==> config.mk <==
export PLATFORM = sky130hd
export DESIGN_NAME = tpu_wb_engine
export DESIGN_NICKNAME = d
export VERILOG_FILES = /design/src/rtl/tpu_wb_engine.sv
export SDC_FILE = /design/constraint.sdc
export NUM_CORES = 1
export LEC_CHECK = 0
export CAP_MARGIN = 20
export CORE_MARGIN = 2
export CORE_UTILIZATION = 57
export DETAILED_ROUTE_END_ITERATION = 6
export GPL_TIMING_DRIVEN = 0
export HOLD_SLACK_MARGIN = 0.08
export PLACE_DENSITY = 0.92
export SYNTH_ARGS = -nofsm -noshare
export SYNTH_HDL_FRONTEND = slang
export SYNTH_SLANG_ARGS = --single-unit
==> constraint.sdc <==
create_clock -name clk -period 6.4 [get_ports clk]
set_clock_uncertainty 0.2 [all_clocks]
set_input_delay 0.64 -clock clk [delete_from_list [all_inputs] [get_ports clk]]
set_output_delay 0.64 -clock clk [all_outputs]
set_load 0.01 [all_outputs]
==> src/rtl/tpu_wb_engine.sv <==
// tpu_wb_engine: streams array results to scratchpad addresses in conv or matrix order over a tile loop.
module tpu_wb_engine #(
   parameter int DATA_W = 32,
   parameter int ADDR_W = 16,
   parameter int DIM_W  = 8
) (
   input  logic              clk,
   input  logic              rst,
   input  logic              cfg_valid,
   output logic              cfg_ready,
   input  logic [1:0]        cfg_op,
   input  logic [ADDR_W-1:0] cfg_base,
   input  logic [DIM_W-1:0]  cfg_channel,
   input  logic [DIM_W-1:0]  cfg_row,
   input  logic [DIM_W-1:0]  cfg_tile,
   output logic              busy,
   output logic              done,
   output logic              err,
   input  logic              di_valid,
   output logic              di_ready,
   input  logic [DATA_W-1:0] di_data,
   output logic              do_valid,
   input  logic              do_ready,
   output logic [DATA_W-1:0] do_data,
   output logic [ADDR_W-1:0] do_addr,
   output logic              do_last
);
   typedef enum logic [1:0] {IDLE, CONV, MAT} state_t;
   state_t state, state_nx;
   logic [DIM_W-1:0] c_dim, r_dim, t_dim, ch, r, t;
   logic [ADDR_W-1:0] cr, tile_base, ch_off;
   logic [2*DIM_W-1:0] prod;
   logic last_taken, abort, start, dims_ok, in_hs, out_hs;
   logic ch_w, r_w, is_last, conv, ch_step, r_step, t_step;
   assign cfg_ready = state == IDLE;
   assign busy = state != IDLE;
   assign abort = cfg_valid && cfg_op == 2'b11;
   assign start = cfg_valid && cfg_ready && (cfg_op == 2'b01 || cfg_op == 2'b10);
   assign dims_ok = |c_dim && |r_dim && |t_dim;
   assign di_ready = busy && !last_taken && (!do_valid || do_ready);
   assign in_hs = di_valid && di_ready && !abort;
   assign out_hs = do_valid && do_ready;
   assign prod = c_dim * r_dim;
   assign ch_w = ch == c_dim - DIM_W'(1);
   assign r_w = r == r_dim - DIM_W'(1);
   assign is_last = ch_w && r_w && t == t_dim - DIM_W'(1);
   // conv steps ch every word and r on ch wrap; mat is the mirror image
   assign conv = state == CONV;
   assign ch_step = conv || r_w;
   assign r_step = !conv || ch_w;
   assign t_step = ch_w && r_w;
   always_comb begin
      state_nx = state;
      if (abort)
         state_nx = IDLE;
      else if (start && dims_ok)
         state_nx = cfg_op == 2'b01 ? CONV : MAT;
      else if (out_hs && do_last)
         state_nx = IDLE;
   end
   always_ff @(posedge clk or negedge rst)
      if (!rst)
         state <= IDLE;
      else
         state <= state_nx;
   always_ff @(posedge clk or negedge rst) begin
      if (!rst) begin
         {c_dim, r_dim, t_dim, ch, r, t} <= '0;
         {cr, tile_base, ch_off} <= '0;
         {last_taken, done, err, do_valid, do_last} <= '0;
         do_data <= '0;
         do_addr <= '0;
      end else begin
         done <= out_hs && do_last && !abort;
         err <= start && !dims_ok;
         if (cfg_valid && cfg_ready && cfg_op == 2'b00)
            {c_dim, r_dim, t_dim} <= {cfg_channel, cfg_row, cfg_tile};
         if (abort) begin
            {ch, r, t, ch_off} <= '0;
            {last_taken, do_valid} <= '0;
         end else if (start && dims_ok) begin
            {ch, r, t, ch_off} <= '0;
            last_taken <= 1'b0;
            tile_base <= cfg_base;
            cr <= ADDR_W'(prod);
         end else if (in_hs) begin
            do_valid <= 1'b1;
            do_data <= di_data;
            do_addr <= tile_base + ch_off + ADDR_W'(r);
            do_last <= is_last;
            last_taken <= is_last;
            if (ch_step) begin
               ch <= ch_w ? '0 : ch + DIM_W'(1);
               ch_off <= ch_w ? '0 : ch_off + ADDR_W'(r_dim);
            end
            if (r_step)
               r <= r_w ? '0 : r + DIM_W'(1);
            if (t_step) begin
               t <= t + DIM_W'(1);
               tile_base <= tile_base + cr;
            end
         end else if (out_hs)
            do_valid <= 1'b0;
      end
   end
endmodule

### Word-level counts from Yosys, hierarchy flattened

Index checks and enable logic that the tools add are counted.

| cells by class | value |
|---|---|
| mux-type cells | 33 |
| bitwise logic cells | 2 |
| equal/unequal tests | 8 |
| $add $sub $neg | 10 |
| $mul | 1 |
| reduce and logical (&&, ||, !) cells | 47 |

Operator list:

| cell | number |
|---|---|
| 2-to-1 mux 16 bit | 8 |
| 2-to-1 mux 8 bit | 14 |
| adder 16 bit | 2 |
| adder 16 x 8 -> 16 bit | 2 |
| adder 8 x 1 -> 8 bit (second input constant) | 3 |
| == test 8 bit | 3 |
| OR reduction 8 bit | 3 |
| subtractor 8 x 1 -> 8 bit (second input constant) | 3 |
| nonzero test 3 bit | 6 |
| logical AND 1 bit | 17 |
| multiplier 8 x 8 -> 16 bit | 1 |
| AND reduction 2 bit | 5 |
| 2-to-1 mux 2 bit | 4 |
| 2-to-1 mux 1 bit | 7 |
| AND reduction 3 bit | 2 |
| nonzero test 2 bit | 3 |
| logical NOT 1 bit | 5 |
| == test 2 x 1 -> 1 bit (second input constant) | 2 |
| == test 2 bit (second input constant) | 2 |
| logical NOT 2 bit | 2 |
| logical OR 1 bit | 4 |
| != test 2 bit (second input constant) | 1 |
| NOT 1 bit | 2 |

| word-level totals | value |
|---|---|
| input port bits | 79 |
| output and inout port bits | 55 |
| register bits after elaboration | 151 |

### Longest topological paths before layout

Gate-level depths: netlist (run 1).

| logic depth | value |
|---|---|
| depth after elaboration | 8 |
| gate-level depth with buffers | 17 |

### Worst setup path after synthesis (run 1)

Ideal clock, no wire load.

| timing path | value |
|---|---|
| path type | flip-flop to flip-flop |
| from | reg c_dim[3] |
| to | reg cr[14] |
| stages on the path, launching flop included | 15 |
| slack | 1,870 ps |
| data arrival time | 4,195 ps |
| library setup time | 135 ps |
| required time | 6,065 ps |
| clock period less this slack | 4,530 ps |
| cells stage by stage | dfrtp_1 -> clkbuf_1 -> and2_1 -> fa_1 -> fa_1 -> inv_1 -> fa_1 -> fa_1 -> inv_1 -> ha_1 -> a2111oi_0 -> o31ai_1 -> o41ai_1 -> xor2_1 -> o21ai_0 |

| between the ends | value |
|---|---|
| word-level cells in the longest chain between the ends | 5 |
| elaborated cells between the ends (all ways) | 6 |

RTL lines:

| what | RTL line | source |
|---|---|---|
| start, declared | 30 | `logic [DIM_W-1:0] c_dim, r_dim, t_dim, ch, r, t;` |
| start signal, assigned | 77 | `{c_dim, r_dim, t_dim} <= {cfg_channel, cfg_row, cfg_tile};` |
| branches (longest 5 deep; another with multiplier 8 x 8 -> 16 bit) | - |  |
| end signal, assigned | 85 | `cr <= ADDR_W'(prod);` |
| end, declared | 31 | `logic [ADDR_W-1:0] cr, tile_base, ch_off;` |

Parallel ways; which one is timed is not known.
A chain may end at the register's enable or synchronous reset.

### Worst setup path after layout (run 1)

| timing path | value |
|---|---|
| from | reg r_dim[2] |
| to | reg cr[14] |

| between the ends | value |
|---|---|
| word-level cells in the longest chain between the ends | 5 |
| elaborated cells between the ends (all ways) | 6 |

RTL lines:

| what | RTL line |
|---|---|
| start, declared | 30 |
| start signal, assigned | 77 |
| branches (longest 5 deep; another with multiplier 8 x 8 -> 16 bit) | - |

Parallel ways; which one is timed is not known.

==> impl_metrics.env, run 1 <==
export IMPL_status="finished, final reports clean"
export IMPL_synth_edf_count=0
export IMPL_synth_area_leaders="dfrtp_1, ha_1, fa_1, nand2_1, o21ai_0"
export IMPL_antenna_found_initial=0
export IMPL_grt_usage_pct=29.2
export IMPL_area_growth_pct=20.6
export IMPL_seqCellArea_um2=3780
export IMPL_gp_congestion=0.900
export IMPL_drt_iter0_markers=848
export IMPL_slew_headroom_pct=38.3
export IMPL_dieArea_um2=20700
export IMPL_n_fill_cell=1377
export IMPL_worstRegToRegCells=15
export IMPL_cts_tree="built"
export IMPL_remaining_drc_errors=0
export IMPL_cts_sinks=151
export IMPL_holdPathStages=2
export IMPL_worstSetupPathDepth=15
export IMPL_crit_end="cr[14]"
export IMPL_vias=9979
export IMPL_cts_buffers=17
export IMPL_fmax_mhz=186
export IMPL_worstReg2RegStart="r_dim[2]"
export IMPL_rsz0062_at_grt="false"
export IMPL_period_needed_ns=5.38
export IMPL_min_path_type="flop to flop"
export IMPL_grt_ovfl_total=0
export IMPL_cp_max_fo=10
export IMPL_antenna_cells=0
export IMPL_clk_latency_ns=0.44
export IMPL_cts_setup_buffers=0
export IMPL_fin_cells=1676
export IMPL_grt_start_max_net_pins=80
export IMPL_firstDrtPassIters=5
export IMPL_final_layout_size_suffix_gt1_share_pct=6.09
export IMPL_fin_util_pct=69.6
export IMPL_grt_pass1_vias=9804
export IMPL_critPathLaunchType="flop"
export IMPL_drv_cap=0
export IMPL_syn_area_um2=11200
export IMPL_dominantRegCellSynth="dfrtp_1"
export IMPL_rows=51
export IMPL_cpLargestDelayFamily="adder cells"
export IMPL_ys_ff_latch=151
export IMPL_crit_slowest_cell="a2111oi_0"
export IMPL_whs_ns=0.273
export IMPL_grt_pass1_wl_um=47600
export IMPL_reg2reg_setup_slack_ns=1.02
export IMPL_ant_nets=0
export IMPL_finalCritPeriodShare_pct=84.0
export IMPL_htree_levels=4
export IMPL_worst_path_buf_inv=4
export IMPL_synth_largest_area_cell="dfrtp_1"
export IMPL_syn_nets=1460
export IMPL_clk_path_buf_depth=2
export IMPL_async_reset_ff_share_pct=100
export IMPL_crit_type="flop to flop"
export IMPL_ys_types=68
export IMPL_setup_violations=0
export IMPL_synth_most_common_cell="nand2_1"
export IMPL_place_hpwl_um=22100
export IMPL_netlist_instances=1243
export IMPL_wl_um=29400
export IMPL_viasPerCell=5.95
export IMPL_die_w_um=144
export IMPL_multiInputGateArea_um2=6820
export IMPL_crit_path_end_kind="flop"
export IMPL_slowest_delay_ns=0.58
export IMPL_tightest_slew_ns=0.902
export IMPL_dp_cells=1643
export IMPL_synth_seq_area_share_pct=33.9
export IMPL_crit_reg2reg_capture="cr[14]"
export IMPL_cp_common_cell="fa_1"
export IMPL_synth_top_cell_area_share_pct=33.9
export IMPL_finalMaxSlewViolations=0
export IMPL_synth_common_cells="nand2_1, dfrtp_1, inv_1"
export IMPL_final_hold_viol_count=0
export IMPL_core_um2=19300
export IMPL_syn_area_per_cell_um2=8.98
export IMPL_clk_pin_slew_ns=0.07
export IMPL_cts_root_buf="clkbuf_16"
export IMPL_start_util_pct=57.7
export IMPL_crit_start="r_dim[2]"
export IMPL_cp_cell_sequence="clkbuf_1, nand2_1, fa_1, fa_1, inv_1, fa_1, inv_1, fa_1, inv_1, ha_1, a2111oi_0, o31ai_1, o41ai_1, xor2_1, o21ai_0"
export IMPL_wire_per_inst_um=17.5
export IMPL_cp_data_required_time_ns=6.51
export IMPL_nets=1615
export IMPL_arrival_ns=5.48
export IMPL_numPortBuffers=133
export IMPL_die_h_um=144
export IMPL_io_pins=134
export IMPL_synth_warnings=0
## per-layer routing
layer	routed length [um]	up-vias	global-route usage, %
met5	0	-	0
met4	1750	0	16.7
met1	11400	4740	35.6
met2	13900	533	49.0
li1	-	4580	-
met3	2420	126	5.26
## cell usage in the layout, fill, tap and decap left out, types with 17 or more instances in the layout
cell and count:
a21oi_1 52, and2_1 47, clkbuf_1 34, clkbuf_16 17, clkdlybuf4s50_1 132, dfrtp_1 151
fa_1 47, ha_1 91, inv_1 93, mux2_2 26, nand2_1 204, nand3_1 23
nor2_1 67, nor3_1 32, o21ai_0 77, o31ai_1 17, xnor2_1 33, xor2_1 35
## cell type report
| cell class | instances | area share, % |
|---|---|---|
| Timing Repair Buffer | 136 | 10.2 |
| Buffer | 50 | 1.51 |
| Multi-Input combinational cell | 948 | 50.7 |
| Clock buffer | 17 | 3.16 |
| Clock inverter | 15 | 1.26 |
| Tap cell | 265 | 2.46 |
| Sequential cell | 151 | 28.1 |
| Inverter | 94 | 2.62 |
## flip-flops by register name, indices dropped and copies added, names as in the netlist
| name | cells |
|---|---|
| c_dim | 8 |
| ch | 8 |
| ch_off | 16 |
| cr | 16 |
| do_addr | 16 |
| do_data | 32 |
| do_last | 1 |
| do_valid | 1 |
| done | 1 |
| err | 1 |
| last_taken | 1 |
| r | 8 |
| r_dim | 8 |
| state | 2 |
| t | 8 |
| t_dim | 8 |
| tile_base | 16 |
## worst min-delay path: stages (launching register included)
cell and delay (ns):
dfrtp_1 0.34, nand2_1 0.05, nand2_1 0.06
## worst min-delay path by stage
stage | endpoint | start
5_1_grt | do_data[13] | do_data[13]
3_3_place_gp | do_data[28] | do_data[28]
2_1_floorplan | c_dim[0] | rst
4_1_cts | do_data[31] | do_data[31]
3_5_place_dp | do_data[2] | do_data[2]
6_report | do_data[31] | do_data[31]
## metrics by stage
step / area [um2] / setup slack, ns / setup TNS (ns)
after floorplan: 11200 / 1.87 / 0
after global placement: 12800 / -1.54 / -230.38
after detailed placement: 12900 / 1.10 / 0
after CTS: 13500 / 1.07 / 0
after global routing: 13500 / 0.765 / 0
final: 13500 / 1.02 / 0
## cells by family (layout without fill, tap and decap cells)
| logic type | after synthesis | count (layout) | share of synthesized area [%] |
|---|---|---|---|
| muxes | 32 | 32 | 3.16 |
| AOI/OAI and AO/OA | 238 | 238 | 13.5 |
| DFF | 151 | 151 | 33.9 |
| and+or+nand+nor | 472 | 472 | 20.6 |
| adders and majority gates | 138 | 138 | 18.6 |
| buffers and inverters | 144 | 312 | 4.98 |
| xor gates and xnor gates | 68 | 68 | 5.34 |
## repair_timing
| action | 4_1_cts | 5_1_grt |
|---|---|---|
| endpoints found under the hold margin | 69 | 0 |
| resized for setup | 0 | 0 |
| hold buffers | 1 | 0 |
Power of run 1 is not shown: default switching activity piles up to over one toggle a cycle in this logic, so the estimate is an artifact.
==> inputs of run 2 (changes only) <==
Clock period 6.4 ns to 5 ns, I/O delays scaled along.
==> impl_metrics.env, run 2 (synthesis results as in run 1) <==
export IMPL_status="finished, final reports clean"
export IMPL_reg2reg_setup_slack_ns=0.17
export IMPL_final_layout_size_suffix_gt1_share_pct=7.19
export IMPL_arrival_ns=4.93
export IMPL_firstDrtPassIters=6
export IMPL_post_dp_cell_area_um2=12900
export IMPL_nets=1609
export IMPL_wire_per_inst_um=17.7
export IMPL_cts_buffers=17
export IMPL_cp_cell_sequence="clkbuf_2, and2_1, fa_1, fa_1, fa_1, inv_1, fa_1, inv_1, ha_1, or2_2, o31ai_2, o31ai_1, o41ai_2, xor2_1, o21ai_0"
export IMPL_fin_util_pct=69.7
export IMPL_clk_pin_slew_ns=0.07
export IMPL_layout_commonest_cell="nand2_1"
export IMPL_cts_tree="built"
export IMPL_drt_iter0_markers=835
export IMPL_cp_common_cell="fa_1"
export IMPL_die_w_um=144
export IMPL_final_hold_viol_count=0
export IMPL_period_needed_ns=4.83
export IMPL_critPathLaunchType="flop"
export IMPL_setup_violations=0
export IMPL_crit_end="cr[14]"
export IMPL_cp_max_fo=10
export IMPL_antenna_found_initial=0
export IMPL_die_h_um=144
export IMPL_tightest_slew_ns=0.809
export IMPL_grt_start_max_net_pins=80
export IMPL_io_pins=134
export IMPL_min_path_type="flop to flop"
export IMPL_cpLargestDelayFamily="adder cells"
export IMPL_crit_path_end_kind="flop"
export IMPL_core_um2=19300
export IMPL_numPortBuffers=133
export IMPL_setup_ws_ns=0.168
export IMPL_start_util_pct=57.7
export IMPL_gp_congestion=0.900
export IMPL_place_hpwl_um=22100
export IMPL_cts_setup_buffers=0
export IMPL_grt_pass1_wl_um=47600
export IMPL_worstReg2RegStart="r_dim[6]"
export IMPL_remaining_drc_errors=0
export IMPL_grt_ovfl_total=0
export IMPL_rows=51
export IMPL_worst_path_buf_inv=3
export IMPL_pre_cts_ws_ns=-0.304
export IMPL_dieArea_um2=20700
export IMPL_tns_ns=0
export IMPL_htree_levels=4
export IMPL_clk_path_buf_depth=2
export IMPL_drv_cap=0
export IMPL_viasPerCell=5.99
export IMPL_cts_root_buf="clkbuf_16"
export IMPL_largest_register_ffs=32
export IMPL_multiInputGateArea_um2=6860
export IMPL_grt_usage_pct=29.2
export IMPL_cp_data_required_time_ns=5.10
export IMPL_ant_nets=0
export IMPL_layout_common_cells="nand2_1, dfrtp_1, clkdlybuf4s50_1"
export IMPL_finalCritPeriodShare_pct=96.6
export IMPL_regMostFlops="do_data"
export IMPL_vias=10006
export IMPL_slowest_delay_ns=0.53
export IMPL_slew_headroom_pct=45.5
export IMPL_finalMaxSlewViolations=0
export IMPL_stdcell_area_um2=13500
export IMPL_crit_reg2reg_capture="cr[14]"
export IMPL_grt_pass1_vias=9801
export IMPL_area_growth_pct=20.8
export IMPL_worstRegToRegCells=15
export IMPL_seqCellArea_um2=3780
export IMPL_worstSetupPathDepth=15
export IMPL_crit_slowest_cell="fa_1"
export IMPL_crit_type="flop to flop"
export IMPL_clk_latency_ns=0.43
export IMPL_fmax_mhz=207
export IMPL_crit_start="r_dim[6]"
export IMPL_wl_um=29500
export IMPL_cts_sinks=151
export IMPL_antenna_cells=0
export IMPL_n_fill_cell=1372
run 2: cell type report:
class                           instances  share of cell area, %
Multi-Input combinational cell        948                   50.9
Sequential cell                       151                   28.1
Timing Repair Buffer                  136                   10.2
Clock buffer                           17                   3.16
Inverter                               94                   2.62
Tap cell                              265                   2.46
Buffer                                 44                   1.38
Clock inverter                         15                   1.26
run 2: routing by layer:
layer	up-vias	global-route usage, %	wire length, um
li1	4576	-	-
met1	4747	35.5	11300
met2	562	49.0	14100
met3	121	5.26	2490
met4	0	16.8	1640
met5	-	0	0
run 2: how the worst min path moves through the flow:
stage,cells after the start,end,slack (ns),start
final,2,do_data[31],0.27,do_data[31]
after floorplan,0,c_dim[0],0.004,rst
after detailed placement,2,do_data[2],0.26,do_data[2]
after global routing,2,do_data[13],0.30,do_data[13]
after CTS,2,do_data[31],0.28,do_data[31]
after global placement,2,do_data[28],0.26,do_data[28]
run 2: timing repair:
action | CTS | global route
gates cloned | 0 | 0
setup endpoints to repair | 4 | 5
pin swaps | 0 | 1
hold endpoints to repair | 72 | 0
resized for setup | 7 | 17
hold buffers | 1 | 0
run 2: tightest hold or removal path: stages, from the launching register on:
cell and delay, ns:
dfrtp_1 0.34, nand2_1 0.05, nand2_1 0.06
run 2: stage by stage:
step                      cells  hold WS [ns]
final                      1670         0.273
after CTS                  1673         0.277
after global routing       1670         0.298
after global placement     1641         0.255
after floorplan            1243       0.00441
after detailed placement   1643         0.261
Power of run 2 is left out for the same reason.
